===== config.mk =====
export PLATFORM = sky130hd
export DESIGN_NAME = fp_accumulator
export DESIGN_NICKNAME = d
export VERILOG_FILES = /design/src/rtl/fp_accumulator.sv
export SDC_FILE = /design/constraint.sdc
export NUM_CORES = 1
export LEC_CHECK = 0
export CELL_PAD_IN_SITES_DETAIL_PLACEMENT = 0
export CELL_PAD_IN_SITES_GLOBAL_PLACEMENT = 1
export CORE_ASPECT_RATIO = 0.8
export CORE_MARGIN = 2
export CORE_UTILIZATION = 35
export DETAILED_ROUTE_END_ITERATION = 12
export PLACE_DENSITY = 0.79
export RECOVER_POWER = 50
export SLEW_MARGIN = 25
export SYNTH_ARGS = -nofsm -noshare
export SYNTH_HDL_FRONTEND = slang
export SYNTH_SLANG_ARGS = --single-unit
export TNS_END_PERCENT = 30

===== constraint.sdc =====
create_clock -name clk -period 5.3 [get_ports clk]
set_input_delay 1.59 -clock clk [delete_from_list [all_inputs] [get_ports clk]]
set_output_delay 1.59 -clock clk [all_outputs]
set_load 0.03 [all_outputs]

===== src/rtl/fp_accumulator.sv =====
// Fixed-point frame accumulator: sums len product words from an upstream
// multiplier into a wide accumulator, then presents the saturated n-bit
// frame sum on c until downstream takes it.
//
// Handshake: a word on 'a' transfers on a rising edge where recv_val and
// recv_rdy are both 1; the frame sum on 'c' transfers on a rising edge
// where send_val and send_rdy are both 1. recv_rdy and send_val are
// functions of registered state (and reset) only, so neither ready nor
// valid ever depends combinationally on the other side's signal.
module fp_accumulator #(
  parameter int n    = 32,
  parameter int d    = 16,
  parameter int len  = 8,
  parameter int sign = 1
) (
  input  logic         clk,
  input  logic         reset,
  input  logic         recv_val,
  output logic         recv_rdy,
  input  logic [n-1:0] a,
  output logic         send_val,
  input  logic         send_rdy,
  output logic [n-1:0] c,
  output logic         dbg_state
);

  // Counter must reach len-1; keep at least one bit so len=1 still elaborates.
  localparam int CW = (len > 1) ? $clog2(len) : 1;
  // One guard bit beyond the len-fold growth so no legal frame can wrap.
  localparam int AW = n + $clog2(len) + 1;
  localparam logic [CW-1:0] LAST = CW'(len - 1);

  typedef enum logic {
    ACC  = 1'b0,
    SEND = 1'b1
  } state_t;

  state_t        state;
  logic [AW-1:0] acc;
  logic [CW-1:0] cnt;
  logic [AW-1:0] a_ext;
  logic [AW-1:0] sum;
  logic [n-1:0]  sat_sum;
  logic [AW-n:0] sum_hi_s;  // sum[AW-1:n-1], must be all-equal to fit signed
  logic [AW-n-1:0] sum_hi_u; // sum[AW-1:n], must be zero to fit unsigned

  // d only documents the binary point; it never touches the datapath.
  logic unused_frac_param;
  assign unused_frac_param = (d >= 0);

  // Extend the incoming word to accumulator width and form the running sum.
  always_comb begin
    a_ext = '0;
    if (sign != 0) begin
      a_ext = {{(AW-n){a[n-1]}}, a};
    end else begin
      a_ext = {{(AW-n){1'b0}}, a};
    end
    sum = acc + a_ext;
  end

  assign sum_hi_s = sum[AW-1:n-1];
  assign sum_hi_u = sum[AW-1:n];

  // Saturate the wide sum back to n bits; only the final frame sum uses this.
  always_comb begin
    sat_sum = sum[n-1:0];
    if (sign != 0) begin
      if (!((&sum_hi_s) || !(|sum_hi_s))) begin
        sat_sum = sum[AW-1] ? {1'b1, {(n-1){1'b0}}} : {1'b0, {(n-1){1'b1}}};
      end
    end else begin
      if (|sum_hi_u) begin
        sat_sum = '1;
      end
    end
  end

  // Frame FSM: accumulate len accepts, then hold c until it is taken.
  always_ff @(posedge clk or negedge reset) begin
    if (!reset) begin
      state <= ACC;
      acc   <= '0;
      cnt   <= '0;
      c     <= '0;
    end else begin
      case (state)
        ACC: begin
          if (recv_val) begin
            if (cnt == LAST) begin
              c     <= sat_sum;
              acc   <= '0;
              cnt   <= '0;
              state <= SEND;
            end else begin
              acc <= sum;
              cnt <= cnt + 1'b1;
            end
          end
        end
        SEND: begin
          if (send_rdy) begin
            state <= ACC;
          end
        end
        default: state <= ACC;
      endcase
    end
  end

  // Ready is gated by reset so it reads 0 throughout reset and 1 right after.
  assign recv_rdy  = reset && (state == ACC);
  assign send_val  = (state == SEND);
  assign dbg_state = (state == SEND);

endmodule


# --- Yosys cells after proc, flatten, opt, wreduce, memory -nomap -nowiden ---
# Index checks and enable logic that the tools add are counted.
classes:
  addsub: 2
  eq_ne: 1
  n_mux: 8
  n_bitwise: 1
  n_reduce_logical: 7
op_table:
  columns: ["operator", "count"]
  rows:
  - ["$mux 32", 2]
  - ["$add 36x36->36", 1]
  - ["$mux 36", 1]
  - ["$reduce_and 5->1", 1]
  - ["$reduce_or 5->1", 1]
  - ["$add 3x1->3 const B", 1]
  - ["$eq 3x3->1 const B", 1]
  - ["$mux 1", 3]
  - ["$mux 3", 1]
  - ["$reduce_and 3->1", 1]
  - ["$pmux 1 s2", 1]
  - ["$reduce_and 2->1", 1]
  - ["$logic_and 1x1->1", 1]
  - ["$logic_not 1->1", 1]
  - ["$logic_or 1x1->1", 1]
  - ["$not 1->1", 1]
totals:
  regBits: 72
  elab_cells: 23

# --- Logic depth before layout (Yosys ltp) ---
logic_depth:
  ltp_word: 5
  depth_mapped: 12

# --- Worst setup path after synthesis ---
# Ideal clock, no wire load.
synth_timing:
  path_kind: "input -> register"
  from: "input a[0]"
  to: "register c[22]"
  setup_time_ns: 0.130
  arrival_ns: 4.161
  required_ns: 5.170
  path_slack_ns: 1.009
  path_stages: 12
  path_cell_list: "ha_1 fa_1 a211oi_1 nor2_1 o2111ai_1 o211ai_1 a31oi_1 xor2_1 o211ai_2 o21ai_2 buf_6 nand4_1"
synth_between:
  elab_chain_len: 5
  word_cells_on_any_way: 7
synth_lines:
  columns: ["element", "line", "rtl"]
  rows:
  - ["start: declaration", "20", "input logic [n-1:0] a,"]
  - ["$add 36x36->36 (*)", "59", "sum = acc + a_ext;"]
  - ["$reduce_or 5->1", "69", "if (!((&sum_hi_s) || !(|sum_hi_s))) begin"]
  - ["$logic_not 1->1", "69", null]
  - ["$logic_or 1x1->1", "69", null]
  - ["$mux 32 (*)", "69", null]
  - ["end signal: assignment", "91", "c <= sat_sum;"]
  - ["end: declaration", "23", "output logic [n-1:0] c,"]
# Mark *: on every way between the ends. The rest lies on a longest branch, timed or not.
# A chain may end at the register's enable or synchronous reset.

# --- Worst setup path after layout ---
layout_timing:
  from: "input a[0]"
  to: "register c[5]"
# Same word-level chain as after synthesis.

==> summary.txt <==
Outcome
  – Status: finished, violations left
  – Failing checks: max-capacitance violations, max-slew violations

Route
  – Antenna viol nets, final: 0
  – Routed WL: 17000 µm
  – DRT Pass-1 Iters: 5
  – Remaining DRCs: 0
  – Vias per cell: 5.98
  – Vias: 5196
  – WL/cell: 19.6 µm
  – Iteration-0 DRC Markers: 361

Worst hold path
  – Hold Path Sink: c[6]$_DFFE_PN0P_
  – HP Start: c[6]$_DFFE_PN0P_
  – Worst Hold Depth: 2
  – Hold Path Class: reg -> reg

Global route
  – Vias in the first global route: 5017
  – Grt ovf: 0
  – First-pass GRT wire length: 27500 µm
  – GRT Total Usage: 21.9%
  – Largest net degree at the start of global routing: 73
  – Antenna violations before repair: 0

Yosys
  – Mux share of post-synthesis cell area: 0.211%
  – Compound-cell area share of the yosys netlist: 25.4%
  – Simple-gate share of the synthesized area: 22.1%
  – Syn Inst Count: 615
  – Register area share after synthesis: 33.8%
  – Ys Warns: 0
  – Largest family of logic cells by synthesized area: compound AO/OA/AOI/OAI gates
  – Asr flop ratio synth: 100%
  – Synth Area in Adders: 9.06%
  – Mean Syn Cell Area: 8.66 µm²
  – #FFs+latches synth: 72
  – Synth Area in XOR/XNOR: 4.93%
  – Synth unique cells: 68
  – Synthesized area: 0.00533 mm²
  – Main synth FF type: dfrtp_1
  – Net Count, Synth: 689
  – Post-synth EDFFs: 0

Placement
  – # port buffers: 70
  – Post-place setup slack: 167 ps
  – Final Wtd Congestion: 0.942
  – Detailed Place HPWL: 12900 µm

Setup path
  – Crit path max fanout: 14
  – R2R setup slack: 1760 ps
  – FF-to-FF Start: acc[0]$_DFFE_PN0P_
  – WP data required: 5580 ps
  – Startpoint Class: input pin
  – Critical setup path kind: in -> reg
  – Reg2reg end: c[5]$_DFFE_PN0P_
  – Crit path DAT: 5100 ps
  – Worst Setup End Kind: flop
  – Register-to-Register Path Depth: 12

Pwr
  – Static Leak: 0.00279 µW
  – Total power: 4750 µW
  – PD cells: 727 mW/mm²
  – Maximum VDD drop: 0.217 mV

Floorplan
  – Std-Cell Rows: 40
  – Die Span X: 142 µm
  – Die area: 0.0162 mm²
  – I/O pin total: 71
  – Area of the core: 0.0150 mm²
  – Chip Height: 114 µm
  – Starting density of the core: 35.6%

Timing
  – Fin Clk Skew: 12.0 ps
  – Final Hold Vio Count: 0
  – Tcrit/Tclk final: 91.0%
  – Worst-margin pin slew: 1870 ps
  – Post-route setup slack: 479 ps
  – Min cycle time layout: 4820 ps
  – Final setup viols: 0
  – Fin Setup TNS: 0 ps
  – Unrepaired setup endpoints after global routing: false
  – Highest clock rate: 207 MHz
  – Slew Viols, Final: 106
  – Max-slew headroom: -24.9%

Clock network
  – Clock buffer depth: 2
  – Clk_lat worst skew: 350 ps
  – Post-CTS sizing: 0
  – CTS tree: done
  – Clock-pin slew on the worst setup and hold paths: 70 ps
  – Sink Count: 72
  – # H-tree levels: 3
  – Setup Buffers After CTS: 0
  – CTS root buf: clkbuf_16
  – Num CTS Buffers: 9
  – CTS Hold Bufs: 0

Layout
  – Antenna diodes: 0
  – Synth-to-Final Area Change: 22.5%
  – Fin util: 43.6%
  – Layout cells sized above 1: 7.79%
  – NumNets Final: 749

Run
  – Max cap viols: 2
## layout by cell type, fill, tap and decap left out, types with 10 or more instances in the layout
master and n:
o211ai_1 10, nand2_1 83, a22o_1 27, nand3_1 39, nor2_1 29, a21o_1 12
o31ai_1 11, ha_1 37, o21ai_0 33, dlygate4sd3_1 16, xnor2_1 13, dfrtp_1 72
xor2_1 17, clkdlybuf4s50_1 53, a21oi_1 36, buf_4 18, nand4_1 51
## logic make-up after synthesis
kind of cell,Yosys count
AO/OA/AOI/OAI,187
XOR/XNOR,30
adder cells (fa/ha/maj),38
buffers and inverters,50
flip-flops,72
multiplexers,1
AND/OR/NAND/NOR,237
## final cells by class
cell class              instances  area (µm²)
fillers                      1472        8440
multi-input cells             493        3300
flip-flops and latches         72        1800
repair buffers                 91         858
well taps                     189         236
clock buffers                   9         225
clock inverters                 7        80.1
inverters                       8        30.0
## power by group
group          switching, µW  internal, µW  total, µW
sequential               166           817        983
clock                    276           371        646
combinational           1990          1120       3120
total                   2430          2310       4750
## sequential cells by signal (all words and copies together) (netlist names)
signal and cells:
dbg_state 1, cnt 3, c 32, acc 36
## synthesized netlist by cell type (5+ instances only)
master	n	area [µm²]
nor2_1	31	116
o211ai_1	10	75.1
nand4_1	51	319
o21ai_0	33	165
a21o_1	12	90.1
a31oi_1	9	56.3
buf_2	14	70.1
nand2_1	83	312
xor2_1	17	149
dfrtp_1	72	1800
a22o_1	27	236
xnor2_1	13	114
nand3_1	39	195
and2_1	5	31.3
a21oi_1	36	180
a211oi_1	5	37.5
inv_1	8	30.0
o21bai_1	5	37.5
ha_1	37	463
o31ai_1	11	82.6
clkbuf_1	21	78.8
## layer usage
metal / up-vias / GRT usage (%) / part of all wire, %
li1: 2460 / - / -
met1: 2510 / 32.7 / 50
met2: 206 / 32.0 / 42
met3: 20 / 4.31 / 5.9
met4: 0 / 6.20 / 1.5
met5: - / 0 / 0
## stage by stage
step                      hold WS [ps]  instance area (µm²)  std cells
final                              487                 6530        869
after global routing               522                 6530        869
after global placement             464                 6230        853
after CTS                          495                 6540        869
after floorplan                    450                 5330        615
after detailed placement           478                 6230        853
## critical path, cell delays in order
cell and delay, ps:
clkdlybuf4s50_1 400, ha_1 230, fa_1 460, a211oi_1 250
nor2_1 140, o31ai_1 400, o211ai_1 240, a21oi_1 260
o311ai_2 210, nor4_4 370, buf_4 290, nand4_1 130
nand4_1 120
## worst max path at each step
stage | slack, ps | end | startpoint
floorplan | 1010 | c[22]$_DFFE_PN0P_ | a[0]
global placement | 260 | c[28]$_DFFE_PN0P_ | a[1]
detailed placement | 170 | c[5]$_DFFE_PN0P_ | a[0]
CTS | 530 | c[5]$_DFFE_PN0P_ | a[0]
global route | 250 | c[5]$_DFFE_PN0P_ | a[0]
finish | 480 | c[5]$_DFFE_PN0P_ | a[0]
(Power assumes the default switching activity.)
==> RTL change 1 (same flow settings) <==
Set the parameter `n` to 48 (it was 32).
--- a/src/rtl/fp_accumulator.sv
+++ b/src/rtl/fp_accumulator.sv
@@ -8,7 +8,7 @@
 // functions of registered state (and reset) only, so neither ready nor
 // valid ever depends combinationally on the other side's signal.
 module fp_accumulator #(
-  parameter int n    = 32,
+  parameter int n    = 48,
   parameter int d    = 16,
   parameter int len  = 8,
   parameter int sign = 1
Ports: changed (resized a and c); port bits go from 71 to 103. No check against the original RTL was run, so the function may have changed too.
==> RTL change 1 against the original RTL <==
The flow still finishes with violations (max-capacitance violations, max-slew violations); critical path depth up 5; first-iteration DRC count rose by 47%; cell area rose by 48%; sequential share of layout area down 0.61 points; total power grew 50%; fmax fell by 6.0%; sequential power grew 52%; worst setup slack lost 300 ps; routed wire length grew 28%; clock power grew 3.7%; sequential cell count grew 32; area after synthesis is 36% higher; combinational power is 58% higher.
==> RTL change 1: results (changes against the original RTL) <==
Run status
  • Run status: finished, violations left
  • Failing checks: max-capacitance violations, max-slew violations

Finish
  • Final net count: 1067 (+42%)
  • Largest registers: acc: 52 flops, c: 48 flops, cnt: 3 flops
  • Layout cells sized above 1: 18.5% (+11 points)
  • Finished Layout Cells: 1235 (+42%)
  • # fillers: 1954 (+33%)

Setup path
  • Family with the most delay on the worst path: compound AO/OA/AOI/OAI gates
  • CP max-delay cell: or4_4
  • Max FO, Critical Path: 6 (-8)
  • Slowest stage delay, CP: 520 ps (+60 ps)
  • Critical Path AT: 5420 ps (+320 ps)

Logic synthesis
  • Mean Syn Cell Area: 9.07 um2 (+4.6%)
  • Sequential area share after synthesis: 36.0% (+2.2 points)
  • Ranking of synthesized cells by area: dfrtp_1 36%, ha_1 9.2%, a22o_1 5.7%
  • Unique cell type count in the Yosys netlist: 58 (-15%)
  • Synth Net Count: 904 (+31%)
  • Synth cell count leaders: 104 x dfrtp_1, 84 x nor2_1, 80 x o21ai_0, 60 x a21oi_1, 60 x nand2_1

Global route
  • Largest net degree at the start of global routing: 71 (-2.7%)
  • Met2 Track Usage GR: 28.3% (-3.7 points)
  • Number of global-route vias before repair: 6404 (+28%)
  • Wire length of the first global-routing pass: 34500 um (+25%)
  • Met3 Usage GRT: 3.76% (-0.55 points)
  • Grt met1 use: 31.4% (-1.4 points)
  • GRT Total Usage: 20.0% (-1.9 points)

Drt
  • DRT Pass-1 Iters: 5 (unchanged)
  • Avg WL per Cell: 17.7 um (-9.6%)
  • Iter 0 DRT Violations: 531 (+47%)
  • Vias per inst: 5.52 (-7.7%)

Placement
  • Final Wtd Congestion: 0.893 (-5.2%)
  • Post-DP HPWL: 16200 um (+25%)
  • Placed cell count: 1207 (+42%)
  • Pre-CTS setup slack: -399 ps (-567 ps)
  • IO buf count: 102 (+46%)

STA
  • Max-slew violation count: 84 (-21%)
  • Setup Skew: 8.21 ps (-3.79 ps)
  • Slew headroom: -63.4% (-39 points)

Clock tree
  • CTS max path bufs: 2 (unchanged)
  • CTS clk-pin slew, worst paths: 80 ps
  • # H-tree levels: 3 (unchanged)

Power
  • Leakage: 4.15 nW (+49%)
  • Maximum vdd ir drop: 0.358 mV (+65%)

Run
  • Max-cap violations: 2 (unchanged)
==> RTL change 1: tightest hold or removal path, stage by stage (launching register included) <==
cell,delay (ps)
dfrtp_1,340
nand2_1,40
o21ai_0,60
==> RTL change 1: cell families (layout without fill, tap and decap cells) <==
logic type	after synthesis	in the layout	synth area share (%)
and+or+nand+nor	205	205	12.6
buffers and inverters	63	231	4.08
adders and majority gates	54	54	9.44
xor gates and xnor gates	50	50	6.05
muxes	1	1	0.138
AOI/OAI and AO/OA	321	321	31.7
DFF	104	104	36.0
==> RTL change 1: final timing paths <==
| check | start | to | slack [ps] | cells after the start |
|---|---|---|---|---|
| max | a[15] | c[16] | 170 | 18 |
| min | c[47] | c[47] | 480 | 2 |
| max reg2reg | acc[15] | c[16] | 1430 | 17 |
| min reg2reg | c[47] | c[47] | 480 | 2 |
| max in group asynchronous | reset | c[25] | 780 | 3 |
| min in group asynchronous | reset | c[0] | 2440 | 2 |
==> RTL change 1: per-layer routing <==
layer / share of wire [%] / up-vias / wire (um)
met5: 0 / - / 0
met4: 1.3 / 0 / 279
met3: 5.6 / 20 / 1220
met2: 42 / 206 / 9180
met1: 51 / 3294 / 11200
li1: - / 3298 / -
==> RTL change 1: where the power goes <==
group,switching (mW),internal (mW),leakage [nW]
sequential,0.302,1.19,1.21
combinational,2.66,2.28,2.81
clock,0.325,0.345,0.135
total,3.29,3.81,4.15
==> RTL change 1: layout make-up <==
class                           count  area [um2]  share of cell area (%)
Clock buffer                       12         256                    2.66
Tap cell                          269         337                    3.49
Sequential cell                   104        2600                    27.0
Clock inverter                      4        28.8                   0.298
Multi-Input combinational cell    631        4460                    46.3
Timing Repair Buffer              205        1920                    19.9
Inverter                           10        37.5                   0.389
==> RTL change 1: stage by stage <==
stage | hold WS [ps] | cell area [um2] | power [mW]
after floorplan | 452 | 7240 | 4.46
after global placement | 465 | 9100 | 6.12
after detailed placement | 476 | 9100 | 6.16
after CTS | 492 | 9400 | 6.89
after global routing | 520 | 9640 | 7.62
final | 481 | 9640 | 7.10
==> RTL change 1: repair_timing <==
item                                    CTS  global route
endpoints found under the setup margin   39            47
resized for setup                         2            21
cloned                                    0             4
hold buffers                              0             0
setup buffers                             1             7
pin swaps                                 0            19
==> RTL change 2 (same flow settings) <==
Made on the original files. Register the output `dbg_state`; this adds one clock of latency there. The other outputs are not delayed to match.
--- a/src/rtl/fp_accumulator.sv
+++ b/src/rtl/fp_accumulator.sv
@@ -111,7 +111,9 @@
   // Ready is gated by reset so it reads 0 throughout reset and 1 right after.
   assign recv_rdy  = reset && (state == ACC);
   assign send_val  = (state == SEND);
-  assign dbg_state = (state == SEND);
+  always_ff @(posedge clk) begin
+    dbg_state <= (state == SEND);
+  end
 
 endmodule
 
Behaviour: not the same (a bounded check fails within 10 cycles, from zero or initial values and one cycle with reset low).
==> RTL change 2 against the original RTL <==
The run still ends with max-capacitance violations, max-slew violations left; routed wire length increased by 0.69%; area after synthesis increased by 0.23%; sequential cell count increased by 1; total power increased by 0.53%; worst setup slack got worse by 120 ps; non-clock buffer count increased by 1; cell area about the same; die area increased by 0.23%; sequential share of layout area increased by 0.30 points; fmax decreased by 2.4%; critical path type unchanged; largest cell class unchanged; largest power group unchanged.
==> RTL change 2: results (changes against the original RTL) <==
STA
  • Worst-Margin Slew: 2030 ps (+160 ps)
  • Max-slew violation count: 145 (+37%)
  • Setup ws final: 363 ps (-117 ps)
  • Setup Skew: 5.64 ps (-6.36 ps)

Finish
  • NonClk Buf Share: 13.0% (-0.14 points)
  • Clk_buf instances: 10 (+1)
  • Layout cells sized above 1: 7.62% (-0.17 points)
  • # fillers: 1482 (+0.68%)
  • Final net count: 751 (+0.27%)
  • Clock-cell share: 4.54% (-0.14 points)
  • P&R area growth vs syn: 22.3%
  • Bufs w/o clock: 92 (+1.1%)
  • Finished Layout Cells: 871 (+0.23%)
  • Reg area: 0.00182 mm2 (+1.1%)

Drt
  • Wl on met1: 8400 um (-1.9%)
  • Vias per inst: 5.95 (-0.50%)
  • Final wirelength: 17100 um (+0.69%)
  • DRT Pass-1 Iters: 5 (unchanged)
  • Met3 wire len: 1250 um (+23%)
  • Iter 0 DRT Violations: 527 (+46%)
  • Routed wl met2: 7140 um (-0.85%)

Global route
  • GRT Total Usage: 21.6% (-0.32 points)
  • Met2 Track Usage GR: 31.0% (-1.1 points)
  • Met3 Usage GRT: 4.77% (+0.46 points)
  • Wire length of the first global-routing pass: 27200 um (-1.2%)

Placement
  • Area after DPL: 0.00625 mm2 (+0.24%)
  • Final Wtd Congestion: 0.869 (-7.7%)
  • Post-DP HPWL: 12900 um (-0.11%)
  • Pre-CTS setup slack: 127 ps (-40.7 ps)

Setup path
  • Critical Path AT: 5140 ps (+40 ps)
  • Worst R2R End: c[3]
  • Max FO, Critical Path: 15 (+1)
  • Critical path endpoint: c[9]
  • CP max-delay cell: dlygate4sd3_1
  • Launching point of the worst reg2reg path: acc[1]
  • Slowest stage delay, CP: 540 ps (+80 ps)

Power
  • Net Sw Power: 2.43 mW (-0.32%)
  • Leakage: 2.78 nW (-0.34%)

Run
  • Max-cap violations: 3 (+1)

Run status
  • Run status: finished, violations left
  • Failing checks: max-capacitance violations, max-slew violations

Logic synthesis
  • FFs w/ async S/R, synth: 98.6% (-1.4 points)
  • Sequential area share after synthesis: 34.1% (+0.30 points)
  • Mean Syn Cell Area: 8.69 um2 (+0.23%)
  • Flops & latches, synth: 73 (+1.4%)
  • Ranking of synthesized cells by area: dfrtp_1 34%, ha_1 8.7%, nand4_1 6.0%

Hold path
  • Hold Crit Endpoint: dbg_state
  • Min-Delay Startpoint: send_val

Die
  • Die width: 142 um (+0.11%)
## RTL change 2: cell types whose count changed after synthesis, sizes merged
cell / delta
buf: -1
dfxtp: +1
## RTL change 2: cells by family (layout without fill, tap and decap cells)
| kind of cell | Yosys count | in the layout | share of synthesized area [%] |
|---|---|---|---|
| compound gates | 187 | 187 | 25.3 |
| fa+ha+maj | 38 | 38 | 9.04 |
| flops | 73 | 73 | 34.1 |
| simple gates | 237 | 237 | 22.0 |
| buf+inv | 49 | 116 | 4.36 |
| mux | 1 | 1 | 0.211 |
| xor+xnor | 30 | 30 | 4.92 |
## RTL change 2: power by group through the flow
| stage | sequential [mW] | combinational, mW | clock [mW] |
|---|---|---|---|
| final | 0.995 | 3.16 | 0.619 |
| after global routing | 1.03 | 3.42 | 0.657 |
| after CTS | 0.997 | 3.13 | 0.635 |
| after detailed placement | 1.00 | 3.10 | 0 |
| after global placement | 0.995 | 3.06 | 0 |
| after floorplan | 1.19 | 1.90 | 0 |
